File: src/rtl/clic_frontend.sv
// Fetch PC generator and CLIC interrupt injector feeding the pipeline entry.
// Optional feature macro: CLIC_FRONTEND_TIMEOUT_EN (abandon an unacknowledged tag after N_STAGES cycles).
module clic_frontend #(
  parameter int               XLEN      = 32,
  parameter int               IRQ_W     = 16,
  parameter logic [XLEN-1:0]  BOOT_ADDR = 32'h8000_0000,
  parameter int               N_STAGES  = 3,
  parameter int               PC_STEP   = 4
) (
  input  logic              clk_i,
  input  logic              rst_i,
  input  logic              irq_valid_i,
  input  logic [IRQ_W-1:0]  irq_i,
  output logic              irq_ready_o,
  input  logic              trap_i,
  input  logic [XLEN-1:0]   trap_vector_i,
  input  logic              eret_i,
  input  logic [XLEN-1:0]   epc_i,
  output logic [XLEN-1:0]   pc_o,
  output logic [IRQ_W-1:0]  irq_o,
  output logic              flush_o
);

  if (N_STAGES < 1 || N_STAGES > 15) begin : g_badStages
    $error("clic_frontend: N_STAGES must be in 1..15");
  end

  typedef enum logic {
    ST_RUN,
    ST_INFLIGHT
  } state_t;

  state_t             r_state;
  state_t             w_nextState;
  logic [XLEN-1:0]    r_pc;
  logic [XLEN-1:0]    w_pcNext;
  logic               w_flush;
  logic               w_inject;
  logic               w_irqReady;
  logic [IRQ_W-1:0]   w_irqTag;

`ifdef CLIC_FRONTEND_TIMEOUT_EN
  localparam int CNT_W = $clog2(N_STAGES + 1);
  localparam logic [CNT_W-1:0] CNT_MAX = CNT_W'(N_STAGES);

  logic [CNT_W-1:0]   r_cnt;
  logic               w_timeout;

  assign w_timeout = (r_cnt == CNT_MAX);

  // cnt is the distance from the tag cycle: the tag cycle itself is 0, so the
  // first INFLIGHT cycle loads 1 and cnt == N_STAGES is the expected retire cycle.
  always_ff @(posedge clk_i) begin
    if (rst_i) begin
      r_cnt <= '0;
    end else if (w_inject) begin
      r_cnt <= CNT_W'(1);
    end else if (r_state == ST_INFLIGHT && !w_timeout) begin
      r_cnt <= r_cnt + CNT_W'(1);
    end
  end
`endif

  assign w_flush = trap_i | eret_i;

  always_comb begin
    w_pcNext = r_pc + XLEN'(PC_STEP);
    if (trap_i) begin
      w_pcNext = trap_vector_i;
    end else if (eret_i) begin
      w_pcNext = epc_i;
    end
  end

  // A tag is never placed on an entry that is being flushed in the same cycle.
  always_comb begin
    w_nextState = r_state;
    w_inject    = 1'b0;
    w_irqReady  = 1'b0;
    w_irqTag    = '0;
    case (r_state)
      ST_RUN: begin
        if (irq_valid_i && !w_flush) begin
          w_inject    = 1'b1;
          w_irqTag    = irq_i;
          w_nextState = ST_INFLIGHT;
        end
      end
      ST_INFLIGHT: begin
        if (trap_i) begin
          w_irqReady  = 1'b1;
          w_nextState = ST_RUN;
        end else if (eret_i) begin
          w_nextState = ST_RUN;
        end
`ifdef CLIC_FRONTEND_TIMEOUT_EN
        else if (w_timeout) begin
          w_nextState = ST_RUN;
        end
`endif
      end
      default: begin
        w_nextState = ST_RUN;
      end
    endcase
  end

  always_ff @(posedge clk_i) begin
    if (rst_i) begin
      r_pc    <= BOOT_ADDR;
      r_state <= ST_RUN;
    end else begin
      r_pc    <= w_pcNext;
      r_state <= w_nextState;
    end
  end

  assign pc_o        = r_pc;
  assign irq_o       = w_irqTag;
  assign irq_ready_o = w_irqReady;
  assign flush_o     = w_flush;

endmodule

File: config.mk
export PLATFORM = sky130hd
export DESIGN_NAME = clic_frontend
export DESIGN_NICKNAME = d
export VERILOG_FILES = /design/src/rtl/clic_frontend.sv
export SDC_FILE = /design/constraint.sdc
export NUM_CORES = 1
export LEC_CHECK = 0
export ABC_AREA = 1
export CELL_PAD_IN_SITES_DETAIL_PLACEMENT = 0
export CELL_PAD_IN_SITES_GLOBAL_PLACEMENT = 1
export CORE_UTILIZATION = 25
export DETAILED_ROUTE_END_ITERATION = 16
export HOLD_SLACK_MARGIN = 0.06
export MAX_ROUTING_LAYER = met4
export PLACE_DENSITY = 0.91
export SYNTH_ARGS = -nofsm -noshare
export SYNTH_HDL_FRONTEND = slang
export SYNTH_SLANG_ARGS = --single-unit
File: constraint.sdc
create_clock -name clk_i -period 1.7 [get_ports clk_i]
set_input_delay 0.34 -clock clk_i [delete_from_list [all_inputs] [get_ports clk_i]]
set_output_delay 0.34 -clock clk_i [all_outputs]
set_load 0.05 [all_outputs]
# == Word level (Yosys, flattened, before mapping) ==
# Index checks and enable logic that the tools add are counted.
# classes
bitwise_logic,2
addsub,1
n_reduce_logical,2
muxes,10
# op_table
op,n
two-way mux 32 bit,2
adder 32 x 3 -> 32 bit (second input constant),1
two-way mux 16 bit,2
two-way mux 1 bit,5
one-hot mux 1 bit (2 select lines),1
logical AND 1 bit,1
zero test 1 bit,1
NOT 1 bit,1
OR 1 bit,1
# word_totals
wordCells,17
in_bits,85
reg_bits,33
out_inout_bits,50

# == Longest topological paths before layout ==
# depth
depth_word,5
depth_mapped,9
mapped_depth_nobuf,9

# == Worst setup path after synthesis ==
# No wires, ideal clock.
# synth_timing
path_kind,input port to output port
startpoint,input eret_i
endpoint,output irq_o[10]
arrival_ps,1692
stages,5
setup_slack_ps,-332
t_required_ps,1360
path_buffers,2
path_cell_list,buf_2 > nor2_2 > nand3b_1 > buf_2 > nor2_1
# synth_via
elab_chain_cells,5
# synth_lines
item,line_no,text
start: declaration,17,"input logic eret_i,"
OR 1 bit,64,assign w_flush = trap_i | eret_i;
zero test 1 bit,83,if (irq_valid_i && !w_flush) begin
logical AND 1 bit,83,
two-way mux 16 bit,83,
two-way mux 16 bit,81,case (r_state)
end: declaration,20,"output logic [IRQ_W-1:0] irq_o,"
# No other way between the ends.

# == Final worst setup path ==
# layout_timing
startpoint,register r_state
endpoint,output irq_o[4]
# layout_via
elab_chain_cells,1
# layout_lines
item,line_no,text
start: declaration,33,state_t r_state;
start signal: assignment,114,r_state <= w_nextState;
two-way mux 16 bit,81,
# No other way between the ends.

==> run summary <==
The flow ran to the end, and the final reports show no timing, DRC or antenna violations. The synthesized netlist occupies a cell area of 0.002440 mm^2. For the overall track demand over capacity in global routing, the log shows 0.1962. For the setup TNS, the log shows 0 ns. H-tree level count: 2. The run gives 27 as the distinct cell type count of the synthesized netlist. Sorting the synthesized cells by how often they occur yields sky130_fd_sc_hd__nand2_1 (92), sky130_fd_sc_hd__nor2_1 (55), sky130_fd_sc_hd__inv_1 (53). The total area inside the core boundary comes to 0.009328 mm^2. The total via count after detailed routing is 3159, and the worst path buffer plus inverter count is 2. The top-level I/O count came out at 135. The layout has 919 filler cells.

For this run, the slowest stage of the critical path takes 0.32 ns. The ratio of final minimum period to clock period was 0.9926; the post-synthesis sequential area ratio was 0.2708. Timing analysis after detailed placement gives a worst setup slack of -0.1978 ns. The number of warnings reported in the yosys synthesis log came out at 0. The detail route stage leaves a number of antenna-violating nets equal to 0.

TritonCTS created 5 clock buffers. The tools report the first-pass detailed-route iteration total as 4. The final critical path time including I/O delays and setup came out at 1.687 ns.

The tools report the cell row count as 35. The most used flip-flop cell after synthesis is sky130_fd_sc_hd__dfxtp_1. For the post-detailed-placement half-perimeter wirelength, the log shows 7566 um.

For the clock sink count, the log shows 33. TritonCTS built the clock tree. The path type of the worst min-delay path was input port to register.

The analysis attributes to cell leakage a power of 0.001883 uW. The clock root buffer was sky130_fd_sc_hd__clkbuf_8. Setup violations remaining at the end of the flow were counted as 0. The relative max-transition margin was 0.5655; the net count of the mapped netlist was 498.

The total power density per cell area came out at 547.8 mW/mm^2. Port buffering added 134 buffers. STA classifies the critical path startpoint as a register. After detailed routing, the average wire length per cell comes to 13.74 um. The share of async-settable or async-resettable flops after synthesis was 0.

In this run the worst path has a maximum fanout of 6. For this block, the routed nets add up to 9496 um of wire. For the worst setup path, the data arrival time is 1.35 ns.

At the worst endpoint, the required time is 1.36 ns. The kind of end point of the critical path is a primary output. The largest total area in the synthesized netlist belongs to sky130_fd_sc_hd__dfxtp_1. The detailed-route vias per instance was 4.572. Summing all multi-input logic gate instances after layout gives 0.001634 mm^2. For the pin with the worst max-slew slack, the measured transition is 0.6510 ns.

The number of flip-flops and latches in the synthesized netlist was 33. Ranked by total cell area, the synthesized netlist is headed by sky130_fd_sc_hd__dfxtp_1 (27%), sky130_fd_sc_hd__nand2_1 (14%), sky130_fd_sc_hd__a21oi_1 (9.2%). For the via count of the first global-routing pass, the log shows 3181. The clock arrives with 0.004148 ns of skew.

The logs give 0.2616 for the starting density of the core and 0.004270 mm^2 for the placement-stage cell area. Based on the critical path, the design can be clocked at up to 592.6 MHz. The proportion of layout cells with a drive suffix above 1 was 0.2349; the number of DRC markers after the initial detailed-route iteration was 115. The horizontal extent of the die is 100.8 um.

Most numerous cell in the Yosys netlist: sky130_fd_sc_hd__nand2_1. For this design, the CTS-stage hold fixing added 0 buffers. Setup repair after global routing could not meet its margin everywhere. The signal on the critical path passes through nand3b_1, buf_6, nor2_4, buf_12.

Number of diodes: 0. The height of the chip was 100.8 um; the initial antenna violation count was 0. Number of instances in the placed design: 680. The fraction of the core area covered by cells at the end of the flow was 0.4803. Number of max-slew violations in the final report: 0. With fillers left out, the area of the finished cells amounts to 0.004481 mm^2.

Entering global routing, the biggest net connects 27 pins. The category of cells accounting for the largest share of critical-path delay is simple AND/OR/NAND/NOR gates. The worst path meets setup with 0.01257 ns of slack. Synthesis produced 412 cells. Each instance of the synthesized netlist takes up on average 5.922 um^2. The die covers 0.01016 mm^2. The number of remaining DRC errors came out at 0. The logs give 691 for the final non-filler cell total and 0 for the count of maximum capacitance violations.

From synthesis to final layout, the design area changed by 83.64%. The worst ir drop on vdd was 0.2705 mV. Clock latency on the worst-skew pair, taken at its later pin, is 0.29 ns. The final net count is 647, and the proportion of netlist area held by the largest area contributor is 0.2708.

The classification of the worst setup path was register to primary output. After global routing the overflow that remains totals 0. On the critical path, the stage with the largest delay is an instance of sky130_fd_sc_hd__dfxtp_2. The logs give 2 for the maximum buffer depth of the clock tree and 0 for the final number of hold-violating endpoints. The run gives 664.4 um^2 as the sequential standard cell area. Clock transition time at the flip-flop clock pins of the worst setup and hold paths: 0.08 ns. The routability-driven placement congestion ratio is 0.8891, and the number of enable-type register cells in the synthesized netlist is 0. The first global-routing pass estimated 15100 um of wire.
-- sequential cells by signal (all words and copies together) (netlist names) --
name and cells:
pc_o 32, r_state 1
-- tightest hold or removal path, cell delays in order --
cell	delay (ns)
sky130_fd_sc_hd__clkbuf_2	0.10
sky130_fd_sc_hd__nor2_2	0.04
sky130_fd_sc_hd__buf_4	0.14
sky130_fd_sc_hd__o21ai_0	0.07
sky130_fd_sc_hd__nor2_1	0.05
-- final timing paths --
check,from,endpoint,slack (ns),cells after the start
worst max register to register,pc_o[3]$_SDFF_PP0_,pc_o[20]$_SDFF_PP0_,0.14,8
worst max-delay path,r_state$_SDFF_PP0_,irq_o[4],0.01,4
worst min register to register,pc_o[1]$_SDFFE_PP0P_,pc_o[1]$_SDFFE_PP0P_,0.50,2
worst min-delay path,eret_i,r_state$_SDFF_PP0_,0.49,5
-- layout make-up --
| type | count | area share |
|---|---|---|
| clock inverter | 2 | 0.002234 |
| inverter | 54 | 0.04524 |
| clock buffer | 6 | 0.01620 |
| tap | 129 | 0.03602 |
| sequential | 33 | 0.1483 |
| timing repair buffer | 159 | 0.3873 |
| multi-input combinational | 308 | 0.3647 |
-- placed cells by master, fill, tap and decap left out, drive strengths merged --
| master | instances |
|---|---|
| a31oi | 5 |
| nand3 | 33 |
| o211ai | 1 |
| inv | 53 |
| dfxtp | 33 |
| xor2 | 4 |
| nor2 | 69 |
| clkbuf | 7 |
| and2 | 2 |
| nand3b | 1 |
| clkdlybuf4s50 | 81 |
| nand4 | 1 |
| buf | 75 |
| nand2 | 100 |
| dlygate4sd2 | 1 |
| o21bai | 4 |
| o21ai | 33 |
| xnor2 | 5 |
| clkinv | 3 |
| a21oi | 48 |
| nor3 | 1 |
| clkdlybuf4s15 | 1 |
| ha | 1 |
-- where the power goes --
group | switching [uW] | leakage [uW] | internal [uW] | total, uW
combinational | 518 | 0.00156 | 441 | 959
clock | 316 | 0.0000450 | 284 | 600
sequential | 64.2 | 0.000276 | 831 | 895
total | 898 | 0.00188 | 1560 | 2450
-- cells by family (layout without fill, tap and decap cells) --
family | count (synthesis) | after routing | share of synthesized area
AND/OR/NAND/NOR | 207 | 207 | 0.3795
flip-flops | 33 | 33 | 0.2708
adder cells (fa/ha/maj) | 1 | 1 | 0.005127
buffers and inverters | 71 | 221 | 0.1118
XOR/XNOR | 9 | 9 | 0.03231
AO/OA/AOI/OAI | 91 | 91 | 0.2005
-- per-layer routing --
metal | GRT usage | part of all wire
met2 | 0.3456 | 0.50
met4 | 0.05686 | 0.017
met3 | 0.02913 | 0.041
met1 | 0.2308 | 0.44
met5 | - | 0
-- timing repair --
action,in CTS,in global routing
pin swaps,3,5
setup buffers,1,1
resized for setup,32,3
endpoints found under the setup margin,18,18
gates cloned,1,0
-- per-stage QoR --
step           total power, uW  hold slack, ns
2_1_floorplan             1360          0.4643
3_3_place_gp              1838          0.4752
3_5_place_dp              1848          0.4767
4_1_cts                   2469          0.4962
5_1_grt                   2571          0.5095
6_report                  2454          0.4872
(Power assumes the default switching activity.)
